`src/rtl/multi_channel_moving_avg.sv`:
```
// N-channel boxcar moving-average filter.
// Full-width window sums, valid handshake, fill tracking, flush.
module multi_channel_moving_avg #(
  parameter int CHANNELS = 3,
  parameter int DATA_W   = 2,
  parameter int LOG2_WIN = 2
) (
  input  logic                              clk,
  input  logic                              rst_n,
  input  logic                              in_valid,
  input  logic [CHANNELS*DATA_W-1:0]        in_data,
  input  logic                              clear,
  input  logic                              avg_mode,
  input  logic                              out_en,
  output logic                              out_valid,
  output logic                              out_full,
  output logic [CHANNELS*(DATA_W+LOG2_WIN)-1:0] out_data
);

  localparam int WIN = 1 << LOG2_WIN;
  localparam int SW  = DATA_W + LOG2_WIN;
  localparam int FW  = LOG2_WIN + 1;

  localparam logic [FW-1:0] FILL_MAX = FW'(WIN);
  localparam logic [SW-1:0] HALF     = SW'(WIN / 2);

  logic [DATA_W-1:0] win_q [CHANNELS][WIN];
  logic [SW-1:0]     sum_q [CHANNELS];
  logic [SW-1:0]     sum_nxt [CHANNELS];
  logic [FW-1:0]     fill_q;
  logic [FW-1:0]     fill_nxt;
  logic              valid_q;
  logic              full_q;
  logic              accept;

  assign accept = in_valid & ~clear;

  // next running sum: true result always fits SW bits, so
  // modular add/sub gives the exact value without widening
  always_comb begin
    for (int c = 0; c < CHANNELS; c++) begin
      sum_nxt[c] = sum_q[c]
                 + SW'(in_data[c*DATA_W +: DATA_W])
                 - SW'(win_q[c][WIN-1]);
    end
  end

  // per-channel window shift and sum update
  always_ff @(posedge clk or negedge rst_n) begin
    if (!rst_n) begin
      for (int c = 0; c < CHANNELS; c++) begin
        sum_q[c] <= '0;
        for (int i = 0; i < WIN; i++)
          win_q[c][i] <= '0;
      end
    end else if (clear) begin
      for (int c = 0; c < CHANNELS; c++) begin
        sum_q[c] <= '0;
        for (int i = 0; i < WIN; i++)
          win_q[c][i] <= '0;
      end
    end else if (in_valid) begin
      for (int c = 0; c < CHANNELS; c++) begin
        sum_q[c]    <= sum_nxt[c];
        win_q[c][0] <= in_data[c*DATA_W +: DATA_W];
        for (int i = 1; i < WIN; i++)
          win_q[c][i] <= win_q[c][i-1];
      end
    end
  end

  // saturating fill count
  always_comb begin
    fill_nxt = fill_q;
    if (clear)
      fill_nxt = '0;
    else if (in_valid && fill_q != FILL_MAX)
      fill_nxt = fill_q + 1'b1;
  end

  // fill, full flag and result-valid pulse
  always_ff @(posedge clk or negedge rst_n) begin
    if (!rst_n) begin
      fill_q  <= '0;
      full_q  <= 1'b0;
      valid_q <= 1'b0;
    end else begin
      fill_q  <= fill_nxt;
      full_q  <= (fill_nxt == FILL_MAX);
      valid_q <= accept;
    end
  end

  assign out_valid = valid_q;
  assign out_full  = full_q;

  // output select: gate, raw sum or round-half-up average
  // (max sum + HALF stays below 2^SW, so no overflow)
  always_comb begin
    out_data = '0;
    for (int c = 0; c < CHANNELS; c++) begin
      if (out_en) begin
        if (avg_mode)
          out_data[c*SW +: SW] = (sum_q[c] + HALF) >> LOG2_WIN;
        else
          out_data[c*SW +: SW] = sum_q[c];
      end
    end
  end

endmodule
```
`config.mk`:
```
export PLATFORM = sky130hd
export DESIGN_NAME = multi_channel_moving_avg
export DESIGN_NICKNAME = d
export VERILOG_FILES = /design/src/rtl/multi_channel_moving_avg.sv
export SDC_FILE = /design/constraint.sdc
export NUM_CORES = 1
export LEC_CHECK = 0
export CELL_PAD_IN_SITES_DETAIL_PLACEMENT = 1
export CELL_PAD_IN_SITES_GLOBAL_PLACEMENT = 2
export CORE_UTILIZATION = 39
export DETAILED_ROUTE_END_ITERATION = 16
export PLACE_DENSITY_LB_ADDON = 0.1
export SLEW_MARGIN = 20
export SYNTH_ARGS = -nofsm -noshare
export SYNTH_HDL_FRONTEND = slang
export SYNTH_SLANG_ARGS = --single-unit
```
`constraint.sdc`:
```
create_clock -name clk -period 6.05 [get_ports clk]
set_input_delay 1.815 -clock clk [delete_from_list [all_inputs] [get_ports clk]]
set_output_delay 1.815 -clock clk [all_outputs]
set_load 0.03 [all_outputs]
```
# Word-level counts from Yosys, hierarchy flattened
# Index checks and enable logic that the tools add are counted.
dict set report totals {
  inputBits 12
  reg_bits 41
}
dict set report op_classes {
  n_addsub 10
  reduce_logical 2
  mux 12
  eq_ne 2
  n_bitwise 2
}
# cell n
set op_table {}
lappend op_table {{$mux 24} 2}
lappend op_table {{$mux 12} 2}
lappend op_table {{$mux 4} 6}
lappend op_table {{$add 4x2->4} 3}
lappend op_table {{$add 4x2->4 const B} 3}
lappend op_table {{$sub 4x2->4} 3}
lappend op_table {{$mux 3} 2}
lappend op_table {{$add 3x1->3 const B} 1}
lappend op_table {{$eq 3x3->1 const B} 1}
lappend op_table {{$ne 3x3->1 const B} 1}
lappend op_table {{$reduce_bool 2->1} 1}
lappend op_table {{$and 1x1->1} 1}
lappend op_table {{$logic_and 1x1->1} 1}
lappend op_table {{$not 1->1} 1}

# Longest topological paths before layout
# Gate-level depths: netlist (run 1).
dict set report depth {
  ltp_word 5
  depth_mapped 9
  ltp_nobuf 9
}

# Worst setup path after synthesis (run 1)
# OpenSTA, ideal clock, no wires.
dict set report synth_timing {
  kind {input -> output}
  startpoint {input port avg_mode}
  endpoint {output port out_data[0]}
  slack_ns 1.691
  t_arrival_ns 2.544
  stages 3
  path_buffers 1
  cell_sequence {buf_2 -> mux2i_1 -> nor2b_1}
}
dict set report synth_between {
  elab_chain_cells 2
}
# element line_no
set synth_lines {}
lappend synth_lines {{start, declared} 13} ;# input logic avg_mode,
lappend synth_lines {{$mux 4} 103} ;# if (avg_mode)
lappend synth_lines {{$mux 4} 102} ;# if (out_en) begin
lappend synth_lines {{end, declared} 17} ;# output logic [CHANNELS*(DATA_W+LOG2_WIN)-1:0] out_data
# Every way passes these cells.

# Worst setup path in the final report (run 1)
dict set report layout_timing {
  startpoint {input port avg_mode}
  endpoint {output port out_data[7]}
}
# The elaborated chain is that of the path after synthesis.

==> impl_metrics.sql, run 1 <==
INSERT INTO impl_metrics (metric_group, metric, value, unit) VALUES
('outcome', 'outcome', 'complete, no violations', ''),
('floorplanning', 'die_w', '80.87', 'um'),
('grt', 'grt_start_max_net_pins', '42', ''),
('timing', 'unrepaired_setup_endpoints_after_global_routing', 'false', ''),
('power', 'switchingPower', '196.8', 'uW'),
('cells_and_area', 'drive_gt1_frac', '0.06275', ''),
('yosys', 'top_area_cells_in_the_synthesized_netlist', 'sky130_fd_sc_hd__dfrtp_1 42%, sky130_fd_sc_hd__mux2i_1 15%, sky130_fd_sc_hd__ha_1 8.8%, sky130_fd_sc_hd__nor2_1 6.0%, sky130_fd_sc_hd__fa_1 5.0%', ''),
('setup_path', 'critPathLaunchType', 'input pin', ''),
('floorplanning', 'die_area', '6540', 'sq um'),
('timing', 'report.final.setup_viol', '0', ''),
('grt', 'wire_length_of_the_first_global_routing_pass', '7962', 'um'),
('power', 'power_share_of_the_combinational_group', '0.263', ''),
('power', 'internal-power', '455.4', 'uW'),
('setup_path', 'critical_path.max_fanout', '10', ''),
('flow_run', 'drv_cap', '0', ''),
('setup_path', 'cpLargestDelayFamily', 'buffers and inverters', ''),
('setup_path', 'timing.critical_path.mode_cell', 'sky130_fd_sc_hd__clkdlybuf4s50_1', ''),
('power', 'sequentialPowerShare', '0.475', ''),
('routing', 'detailedRoute.firstIterationViolations', '44', ''),
('clock_tree', 'cts.repair_timing.setup_buffer_count', '0', ''),
('floorplanning', 'fp.dieH', '80.87', 'um'),
('routing', 'detail_route.first_pass.iterations', '5', ''),
('yosys', 'synthesis.area_per_instance', '10.50', 'sq um'),
('yosys', 'synth.most_common_cell', 'sky130_fd_sc_hd__dfrtp_1', ''),
('setup_path', 'setup.worst_path.class', 'input pin to output port', ''),
('clock_tree', 'max-clock-path-buffers', '2', ''),
('timing', 'timing.hold.ws', '522.5', 'ps'),
('routing', 'finalWirelength', '4418', 'um'),
('yosys', 'post_synth_cell_types', '27', ''),
('grt', 'grt_pass1_vias', '1664', ''),
('yosys', 'ys_top_cells_by_count', '41 x sky130_fd_sc_hd__dfrtp_1, 39 x sky130_fd_sc_hd__nor2_1, 36 x sky130_fd_sc_hd__mux2i_1', ''),
('yosys', 'ys_seq_area_frac', '0.4229', ''),
('power', 'fin_total_pwr', '652.2', 'uW'),
('power', 'cellLeakagePower', '0.001414', 'uW'),
('timing', 'fmax', '185.9', 'MHz'),
('clock_tree', 'cts_tree', 'yes', ''),
('floorplanning', 'initial_core_utilization', '0.4074', ''),
('clock_tree', 'ctsResizeCount', '0', ''),
('timing', 'hold_viol', '0', ''),
('timing', 'fin_crit_sh', '0.8893', ''),
('yosys', 'yosys_warnings', '0', ''),
('setup_path', 'slowest_cell_on_the_critical_path', 'sky130_fd_sc_hd__clkdlybuf4s50_1', ''),
('power', 'max-vdd-ir-drop', '0.00009385', 'V'),
('setup_path', 'end_kind', 'output port', ''),
('clock_tree', 'cts_inserted_buffers', '5', ''),
('yosys', 'netlist_area', '2426', 'sq um'),
('setup_path', 'critical_path_buf_inv_count', '2', ''),
('cells_and_area', 'filler_cell_count', '674', ''),
('cells_and_area', 'final_net_count', '289', ''),
('placement', 'place.detailed.instances', '322', ''),
('yosys', 'synth_instances', '231', ''),
('cells_and_area', 'area_growth_syn_to_layout', '14.60', '%'),
('cells_and_area', 'n_antenna_cell', '0', ''),
('grt', 'number_of_antenna_violations_at_the_first_check_in_global_routing', '0', ''),
('timing', 'slew_viol_final', '0', ''),
('timing', 'worst_clock_skew', '4.145', 'ps'),
('power', 'power_per_cell_area', '234.6', 'nW/um^2'),
('clock_tree', 'clock_latency_on_the_worst_skew_pair', '290', 'ps'),
('floorplanning', 'boundaryPins', '26', ''),
('yosys', 'yosys_register_bits', '41', ''),
('routing', 'postRouteAntennaNets', '0', ''),
('floorplanning', 'core_region_area', '5956', 'sq um'),
('routing', 'vias_per_cell', '4.861', ''),
('yosys', 'dominantRegCellSynth', 'sky130_fd_sc_hd__dfrtp_1', ''),
('grt', 'grt-ovfl-total', '0', ''),
('routing', 'vias', '1604', ''),
('clock_tree', 'clock_sink_count', '41', ''),
('yosys', 'async_reset_ff_frac', '1.000', ''),
('setup_path', 'worst_ep_arrival_time', '3570', 'ps'),
('setup_path', 'worst-endpoint-required', '4240', 'ps'),
('setup_path', 'critical-path-max-stage-delay', '660', 'ps');
[area by class of cell]
class                           instances  area [sq um]  area share
Multi-Input combinational cell        151          1220      0.4388
Sequential cell                        41          1026      0.3690
Timing Repair Buffer                   27         255.2     0.09181
Inverter                               28         105.1     0.03780
Tap cell                               75         93.84     0.03375
Clock buffer                            8         80.08     0.02880
[path summary, 6_finish.rpt]
check / startpoint / slack [ps] / end / cells after the start
worst min-delay path: win_q[20] / 520 / win_q[20] / 2
max in group asynchronous: rst_n / 3780 / win_q[19] / 1
worst max register to register: sum_q[5] / 3650 / sum_q[7] / 8
min in group asynchronous: rst_n / 1670 / out_valid / 1
worst min register to register: win_q[20] / 520 / win_q[20] / 2
worst max-delay path: avg_mode / 670 / out_data[7] / 4
[layer usage]
metal  vias to the layer above  wire (um)  GRT usage
met5                         -          0          0
met4                         0         36    0.04821
met3                         4        152    0.03483
met2                        28       1954     0.2588
met1                       785       2274     0.2125
li1                        787          -          -
[worst reg2reg max path, stage by stage (launching register included)]
cell                      delay [ps]
sky130_fd_sc_hd__dfrtp_1         410
sky130_fd_sc_hd__inv_1            80
sky130_fd_sc_hd__fa_1            540
sky130_fd_sc_hd__inv_1            60
sky130_fd_sc_hd__ha_1            290
sky130_fd_sc_hd__a21o_1          190
sky130_fd_sc_hd__a21oi_2         150
sky130_fd_sc_hd__mux2i_1         220
sky130_fd_sc_hd__mux2_2          350
[registers in the layout (all words and copies together), names as in the netlist]
| signal | count |
|---|---|
| out_valid | 1 |
| out_full | 1 |
| sum_q | 12 |
| fill_q | 3 |
| win_q | 24 |
[power groups by stage]
stage | Clock (uW) | Combinational, uW | Sequential [uW]
6_report | 171 | 171 | 310
5_1_grt | 190 | 196 | 314
4_1_cts | 182 | 176 | 311
3_5_place_dp | 0 | 175 | 316
3_3_place_gp | 0 | 170 | 315
2_1_floorplan | 0 | 128 | 310
[stage by stage]
step	utilization	cell area, sq um
floorplan	-	2426
global placement	0.4534	2700
detailed placement	0.4534	2700
CTS	0.4668	2780
global route	0.4668	2780
finish	0.4668	2780
[cell usage in the layout, fill, tap and decap left out]
cell type / Yosys / routed
sky130_fd_sc_hd__nor3b_1: 1 / 1
sky130_fd_sc_hd__a21oi_1: 2 / 2
sky130_fd_sc_hd__nor2b_1: 8 / 8
sky130_fd_sc_hd__and4b_1: 1 / 1
sky130_fd_sc_hd__nand2_1: 9 / 9
sky130_fd_sc_hd__fa_1: 6 / 6
sky130_fd_sc_hd__mux2_2: 2 / 2
sky130_fd_sc_hd__mux2i_1: 36 / 36
sky130_fd_sc_hd__a211oi_1: 3 / 3
sky130_fd_sc_hd__nor3_2: 1 / 1
sky130_fd_sc_hd__buf_4: 1 / 2
sky130_fd_sc_hd__o31a_1: 1 / 1
sky130_fd_sc_hd__a21oi_2: 3 / 3
sky130_fd_sc_hd__buf_2: 6 / 2
sky130_fd_sc_hd__o211a_1: 3 / 3
sky130_fd_sc_hd__clkdlybuf4s50_1: 0 / 23
sky130_fd_sc_hd__nor3_1: 1 / 1
sky130_fd_sc_hd__xnor2_1: 7 / 7
sky130_fd_sc_hd__clkbuf_8: 0 / 5
sky130_fd_sc_hd__a21boi_2: 1 / 1
sky130_fd_sc_hd__a21o_1: 3 / 3
sky130_fd_sc_hd__nor2_1: 39 / 39
sky130_fd_sc_hd__inv_1: 28 / 28
sky130_fd_sc_hd__dfrtp_1: 41 / 41
sky130_fd_sc_hd__and2_1: 6 / 6
sky130_fd_sc_hd__clkbuf_1: 1 / 3
sky130_fd_sc_hd__ha_1: 17 / 17
sky130_fd_sc_hd__mux2_1: 1 / 1
[kinds of logic after synthesis]
logic type / after synthesis / share of synthesized area
fa+ha+maj: 23 / 0.1372
mux: 39 / 0.1625
xor+xnor: 7 / 0.02527
simple gates: 66 / 0.1238
flops: 41 / 0.4229
buf+inv: 39 / 0.07426
compound gates: 16 / 0.05415
No activity file was read; power rests on OpenSTA's default activity.
==> inputs of run 2 (changes only) <==
--- a/config.mk
+++ b/config.mk
@@ -5,11 +5,13 @@
 export SDC_FILE = /design/constraint.sdc
 export NUM_CORES = 1
 export LEC_CHECK = 0
+export CAP_MARGIN = 30
 export CELL_PAD_IN_SITES_DETAIL_PLACEMENT = 1
 export CELL_PAD_IN_SITES_GLOBAL_PLACEMENT = 2
 export CORE_UTILIZATION = 39
 export DETAILED_ROUTE_END_ITERATION = 16
 export PLACE_DENSITY_LB_ADDON = 0.1
+export RECOVER_POWER = 100
 export SLEW_MARGIN = 20
 export SYNTH_ARGS = -nofsm -noshare
 export SYNTH_HDL_FRONTEND = slang
==> run 2 against run 1 <==
The flow now finishes with violations (capacitance limit, slew limit). Clock power rose by 25%. Total power up 6.0%. Via count up 0.62%. Clock skew fell by 0.59 ps. First-iteration DRC count increased by 18%. Flip-flop and latch count unchanged. Worst setup slack worse by 140 ps. Global-route usage rose by 0.26 points. Highest routed layer unchanged.
==> impl_metrics.sql, run 2 (same netlist as run 1, synthesis figures left out) <==
INSERT INTO impl_metrics (metric_group, metric, value, unit) VALUES
('clock_tree', 'cts_hold_buffers', '0', ''),
('floorplanning', 'die_area', '6540', 'sq um'),
('timing', 'fmax', '181.0', 'MHz'),
('clock_tree', 'clock_sink_count', '41', ''),
('min_path', 'hold_path.startpoint', 'win_q[7]', ''),
('floorplanning', 'core_region_area', '5956', 'sq um'),
('setup_path', 'worst-r2r-setup-slack', '3630', 'ps'),
('timing', 'fin_crit_sh', '0.9130', ''),
('clock_tree', 'cts.repair_timing.setup_buffer_count', '0', ''),
('min_path', 'worstHoldPathCells', '2', ''),
('clock_tree', 'clk_root_buffer_cell', 'sky130_fd_sc_hd__clkbuf_8', ''),
('setup_path', 'regToRegEndpoint', 'sum_q[3]', ''),
('routing', 'finalWirelength', '4555', 'um'),
('clock_tree', 'cts_tree', 'yes', ''),
('routing', 'detail_route.first_pass.iterations', '4', ''),
('placement', 'placement.cell_area', '2715', 'sq um'),
('cells_and_area', 'post_layout_nonfiller_instances', '331', ''),
('setup_path', 'crit-reg2reg-launch', 'sum_q[1]', ''),
('placement', 'port-buffer-count', '25', ''),
('setup_path', 'worst_ep_arrival_time', '3710', 'ps'),
('placement', 'detailed_place_hpwl', '3241', 'um'),
('clock_tree', 'clk_pin_slew_worst_paths', '80', 'ps'),
('timing', 'slew_headroom', '-0.3471', ''),
('cells_and_area', 'final_core_utilization', '0.4685', ''),
('timing', 'worst_slew_pin_slew', '2021', 'ps'),
('outcome', 'outcome', 'complete, but fails checks', ''),
('placement', 'place.detailed.instances', '323', ''),
('floorplanning', 'fp.dieH', '80.87', 'um'),
('placement', 'finalWeightedCongestion', '0.6759', ''),
('grt', 'grt-ovfl-total', '0', ''),
('outcome', 'violations_in_the_final_reports', 'capacitance limit, slew limit', ''),
('clock_tree', 'cts_max_level', '2', ''),
('cells_and_area', 'layout_commonest_cell', 'sky130_fd_sc_hd__dfrtp_1', ''),
('timing', 'finalSetupTns', '0', 'ps'),
('clock_tree', 'max-clock-path-buffers', '2', ''),
('timing', 'worst_clock_skew', '3.550', 'ps'),
('setup_path', 'setup.worst_path.end', 'out_data[6]', ''),
('power', 'power_per_cell_area', '247.7', 'nW/um^2'),
('timing', 'least_setup_slack_across_all_paths_after_layout', '526.3', 'ps'),
('timing', 'unrepaired_setup_endpoints_after_global_routing', 'false', ''),
('routing', 'vias', '1614', ''),
('grt', 'grt_pass1_vias', '1649', ''),
('grt', 'groute.usage.overall', '0.1622', ''),
('cells_and_area', 'largest_register_ff_count', '24', ''),
('clock_tree', 'ctsResizeCount', '0', ''),
('setup_path', 'critical_path.max_fanout', '10', ''),
('cells_and_area', 'layout_common_cells', '41 x sky130_fd_sc_hd__dfrtp_1, 39 x sky130_fd_sc_hd__nor2_1, 36 x sky130_fd_sc_hd__mux2i_1', ''),
('floorplanning', 'boundaryPins', '26', ''),
('flow_run', 'drv_cap', '2', ''),
('grt', 'grt_start_max_net_pins', '42', ''),
('timing', 'min_period', '5524', 'ps'),
('setup_path', 'end_kind', 'output port', ''),
('grt', 'wire_length_of_the_first_global_routing_pass', '7969', 'um'),
('cells_and_area', 'drive_gt1_frac', '0.04297', ''),
('cells_and_area', 'regMostFlops', 'win_q', ''),
('routing', 'postRouteAntennaNets', '0', ''),
('power', 'cellLeakagePower', '0.001456', 'uW'),
('cells_and_area', 'final_area', '2790', 'sq um'),
('routing', 'vias_per_cell', '4.876', ''),
('cells_and_area', 'largestRegisters', 'win_q (24), sum_q (12), fill_q (3)', ''),
('setup_path', 'worstSetupStartpoint', 'avg_mode', ''),
('timing', 'report.final.setup_viol', '0', ''),
('setup_path', 'critPathLaunchType', 'input pin', ''),
('timing', 'slew_viol_final', '64', ''),
('cells_and_area', 'final_net_count', '291', ''),
('placement', 'placement.setup.worst_slack', '612.2', 'ps'),
('routing', 'route.detailed.drc', '0', ''),
('setup_path', 'rr_worst_depth', '8', ''),
('floorplanning', 'initial_core_utilization', '0.4074', ''),
('cells_and_area', 'n_antenna_cell', '0', ''),
('setup_path', 'worst-endpoint-required', '4240', 'ps'),
('clock_tree', 'cts_inserted_buffers', '5', ''),
('timing', 'hold_viol', '0', ''),
('routing', 'avgRoutedWirePerCell', '13.76', 'um'),
('min_path', 'hold_class', 'flop to flop', ''),
('power', 'max-vdd-ir-drop', '0.0001371', 'V'),
('routing', 'detailedRoute.firstIterationViolations', '52', ''),
('grt', 'number_of_antenna_violations_at_the_first_check_in_global_routing', '0', ''),
('clock_tree', 'clock_latency_on_the_worst_skew_pair', '290', 'ps'),
('setup_path', 'setup.worst_path.class', 'input pin to output port', ''),
('cells_and_area', 'area_growth_syn_to_layout', '15.01', '%'),
('floorplanning', 'die_w', '80.87', 'um'),
('floorplanning', 'row_count', '28', '');
==> run 2: worst min path at each step <==
stage                end  slack (ps)
6_report        win_q[7]         530
5_1_grt        win_q[13]         560
4_1_cts        win_q[20]         530
3_3_place_gp   win_q[13]         500
2_1_floorplan  win_q[11]         490
3_5_place_dp    win_q[0]         510
==> run 2: per-layer routing <==
| metal | global-route usage | routed length (um) |
|---|---|---|
| met1 | 0.2196 | 2334 |
| met2 | 0.2538 | 1992 |
| met3 | 0.03933 | 163 |
| met4 | 0.05357 | 63 |
| met5 | 0 | 0 |
==> run 2: through the flow <==
stage          hold slack, ps  total power (uW)
6_report                527.4             691.2
2_1_floorplan           485.9             438.8
3_5_place_dp            513.6             492.4
3_3_place_gp            502.0             485.5
5_1_grt                 560.7             736.7
4_1_cts                 533.8             710.2
==> run 2: report_power, final <==
group	switching [uW]	internal, uW	leakage, uW
combinational	89.0	78.1	0.000847
sequential	18.4	292	0.000555
clock	94.1	120	0.0000540
==> run 2: critical path, cell delays in order <==
cell and delay [ps]:
sky130_fd_sc_hd__dlygate4sd3_1 690, sky130_fd_sc_hd__nor2b_1 310, sky130_fd_sc_hd__and2_1 170, sky130_fd_sc_hd__dlygate4sd3_1 730
==> run 2: layout make-up <==
class | count | area [sq um]
clock buffer | 5 | 68.82
clock inverter | 2 | 35.03
fill | 683 | 3166
inverter | 28 | 105.1
multi-input combinational | 151 | 1209
sequential | 41 | 1026
tap | 75 | 93.84
timing repair buffer | 29 | 252.7
==> inputs of run 3 (changes only) <==
--- a/config.mk
+++ b/config.mk
@@ -16,3 +16,4 @@
 export SYNTH_ARGS = -nofsm -noshare
 export SYNTH_HDL_FRONTEND = slang
 export SYNTH_SLANG_ARGS = --single-unit
+export TNS_END_PERCENT = 100
==> constraint.sdc (replaced) <==
create_clock -name clk -period 6.05 [get_ports clk]
set_input_delay 1.815 -clock clk [delete_from_list [all_inputs] [get_ports clk]]
set_output_delay 1.815 -clock clk [all_outputs]
set_load 0.05 [all_outputs]
==> run 3 against run 2 <==
The flow still finishes with violations (capacitance limit, slew limit). Combinational power up 5%. Global-route usage up 0.14 points. Sequential power about the same. Clock power about the same. Critical path depth unchanged. Routed wire length down 2.5%. Largest cell class unchanged.
==> impl_metrics.sql, run 3 (same netlist as run 1, synthesis figures left out) <==
INSERT INTO impl_metrics (metric_group, metric, value, unit) VALUES
('cells_and_area', 'layout_common_cells', '41 x sky130_fd_sc_hd__dfrtp_1, 39 x sky130_fd_sc_hd__nor2_1, 36 x sky130_fd_sc_hd__mux2i_1', ''),
('routing', 'route.detailed.drc', '0', ''),
('floorplanning', 'boundaryPins', '26', ''),
('clock_tree', 'clock_sink_count', '41', ''),
('grt', 'grt-ovfl-total', '0', ''),
('routing', 'detail_route.first_pass.iterations', '4', ''),
('setup_path', 'critical-path-max-stage-delay', '860', 'ps'),
('grt', 'groute.usage.overall', '0.1636', ''),
('placement', 'port-buffer-count', '25', ''),
('clock_tree', 'clock_latency_on_the_worst_skew_pair', '290', 'ps'),
('outcome', 'outcome', 'complete, but fails checks', ''),
('cells_and_area', 'area_growth_syn_to_layout', '15.16', '%'),
('floorplanning', 'die_area', '6540', 'sq um'),
('clock_tree', 'max-clock-path-buffers', '2', ''),
('setup_path', 'slowest_cell_on_the_critical_path', 'sky130_fd_sc_hd__dlygate4sd3_1', ''),
('routing', 'finalWirelength', '4441', 'um'),
('cells_and_area', 'largestRegisters', 'win_q (24), sum_q (12), fill_q (3)', ''),
('timing', 'slew_headroom', '-0.3240', ''),
('timing', 'unrepaired_setup_endpoints_after_global_routing', 'false', ''),
('power', 'max-vdd-ir-drop', '0.0001058', 'V'),
('cells_and_area', 'largest_register_ff_count', '24', ''),
('cells_and_area', 'drive_gt1_frac', '0.04297', ''),
('cells_and_area', 'layout_commonest_cell', 'sky130_fd_sc_hd__dfrtp_1', ''),
('routing', 'vias_per_cell', '4.834', ''),
('cells_and_area', 'regMostFlops', 'win_q', ''),
('grt', 'number_of_antenna_violations_at_the_first_check_in_global_routing', '0', ''),
('setup_path', 'worst-r2r-setup-slack', '3630', 'ps'),
('timing', 'timing.hold.ws', '526.8', 'ps'),
('cells_and_area', 'n_antenna_cell', '0', ''),
('routing', 'vias', '1600', ''),
('timing', 'finalSetupTns', '0', 'ps'),
('grt', 'grt_pass1_vias', '1620', ''),
('flow_run', 'drv_cap', '2', ''),
('clock_tree', 'clk_pin_slew_worst_paths', '80', 'ps'),
('clock_tree', 'ctsResizeCount', '0', ''),
('timing', 'worst_clock_skew', '5.785', 'ps'),
('clock_tree', 'cts_hold_buffers', '0', ''),
('floorplanning', 'core_region_area', '5956', 'sq um'),
('timing', 'slew_viol_final', '66', ''),
('timing', 'report.final.setup_viol', '0', ''),
('power', 'cellLeakagePower', '0.001459', 'uW'),
('cells_and_area', 'final_core_utilization', '0.4691', ''),
('placement', 'detailed_place_hpwl', '3264', 'um'),
('setup_path', 'crit-reg2reg-launch', 'sum_q[1]', ''),
('routing', 'avgRoutedWirePerCell', '13.42', 'um'),
('setup_path', 'setup.worst_path.end', 'out_data[6]', ''),
('cells_and_area', 'final_area', '2794', 'sq um'),
('floorplanning', 'fp.dieH', '80.87', 'um'),
('routing', 'postRouteAntennaNets', '0', ''),
('power', 'fin_total_pwr', '699.4', 'uW'),
('setup_path', 'setup.worst_path.class', 'input pin to output port', ''),
('power', 'power_per_cell_area', '250.3', 'nW/um^2'),
('clock_tree', 'cts_tree', 'yes', ''),
('floorplanning', 'initial_core_utilization', '0.4074', ''),
('cells_and_area', 'filler_cell_count', '672', ''),
('setup_path', 'worst_ep_arrival_time', '3760', 'ps'),
('clock_tree', 'cts.repair_timing.setup_buffer_count', '0', ''),
('routing', 'detailedRoute.firstIterationViolations', '31', ''),
('setup_path', 'worst-endpoint-required', '4240', 'ps'),
('floorplanning', 'row_count', '28', ''),
('setup_path', 'number_of_logic_stages_on_the_critical_path_including_buffering', '4', ''),
('cells_and_area', 'final_net_count', '291', ''),
('timing', 'fin_crit_sh', '0.9221', ''),
('setup_path', 'critical_path_buf_inv_count', '2', ''),
('min_path', 'hold_class', 'flop to flop', ''),
('grt', 'wire_length_of_the_first_global_routing_pass', '7976', 'um'),
('grt', 'grt_start_max_net_pins', '42', ''),
('clock_tree', 'cts_inserted_buffers', '5', ''),
('setup_path', 'end_kind', 'output port', ''),
('setup_path', 'cpLargestDelayFamily', 'buffers and inverters', ''),
('timing', 'min_period', '5579', 'ps'),
('setup_path', 'critical_path.max_fanout', '10', ''),
('floorplanning', 'die_w', '80.87', 'um'),
('timing', 'worst_slew_pin_slew', '1986', 'ps'),
('placement', 'placement.cell_area', '2715', 'sq um'),
('timing', 'hold_viol', '0', ''),
('setup_path', 'regToRegEndpoint', 'sum_q[3]', ''),
('setup_path', 'path_cells', 'clkdlybuf4s50_1, nor2b_1, and2_1, dlygate4sd3_1', ''),
('timing', 'fmax', '179.3', 'MHz'),
('setup_path', 'worstSetupStartpoint', 'avg_mode', ''),
('clock_tree', 'cts_max_level', '2', ''),
('setup_path', 'critPathLaunchType', 'input pin', ''),
('placement', 'finalWeightedCongestion', '0.6783', ''),
('setup_path', 'rr_worst_depth', '8', ''),
('outcome', 'violations_in_the_final_reports', 'capacitance limit, slew limit', ''),
('clock_tree', 'clk_root_buffer_cell', 'sky130_fd_sc_hd__clkbuf_8', '');
[run 3: cell counts in the layout (fill, tap and decap cells not counted)]
No cell type changed its count.
[run 3: power by group]
| group | switching (uW) | leakage (uW) | internal [uW] | total (uW) |
|---|---|---|---|---|
| clock | 93.2 | 0.0000540 | 120 | 213 |
| combinational | 98.4 | 0.000850 | 77.7 | 176 |
| sequential | 18.5 | 0.000555 | 292 | 310 |
| total | 210 | 0.00146 | 489 | 699 |
[run 3: worst register-to-register path: stages (launching register included)]
cell	delay, ps
sky130_fd_sc_hd__dfrtp_1	430
sky130_fd_sc_hd__inv_1	80
sky130_fd_sc_hd__fa_1	530
sky130_fd_sc_hd__inv_1	60
sky130_fd_sc_hd__ha_1	290
sky130_fd_sc_hd__a21o_1	170
sky130_fd_sc_hd__a21oi_1	190
sky130_fd_sc_hd__mux2i_1	230
sky130_fd_sc_hd__mux2_1	330
[run 3: final cells by class]
class | instances | area (sq um) | share of cell area
clock buffers | 5 | 68.82 | 0.02463
clock inverters | 2 | 35.03 | 0.01254
inverters | 28 | 105.1 | 0.03762
multi-input cells | 151 | 1212 | 0.4339
flip-flops and latches | 41 | 1026 | 0.3672
well taps | 75 | 93.84 | 0.03359
repair buffers | 29 | 252.7 | 0.09046
[run 3: metal layers]
metal / routed length [um] / vias up / global-route usage
li1: - / 792 / -
met5: 0 / - / 0
met4: 56 / 0 / 0.05357
met3: 152 / 6 / 0.03933
met2: 2055 / 29 / 0.2597
met1: 2177 / 773 / 0.2188
[run 3: per-stage QoR]
step                std cells  setup WS [ps]
finish                    331          471.4
detailed placement        323          498.1
floorplan                 231           1434
CTS                       330          488.2
global placement          322          523.6
global route              331          335.2
[run 3: worst min path at each step]
stage	startpoint	to	slack (ps)	cells after the start
after floorplan	win_q[11]	win_q[11]	490	2
after global routing	win_q[20]	win_q[20]	560	2
after global placement	win_q[15]	win_q[13]	500	2
after CTS	win_q[7]	win_q[7]	530	2
after detailed placement	win_q[7]	win_q[7]	520	2
final	win_q[7]	win_q[7]	530	2
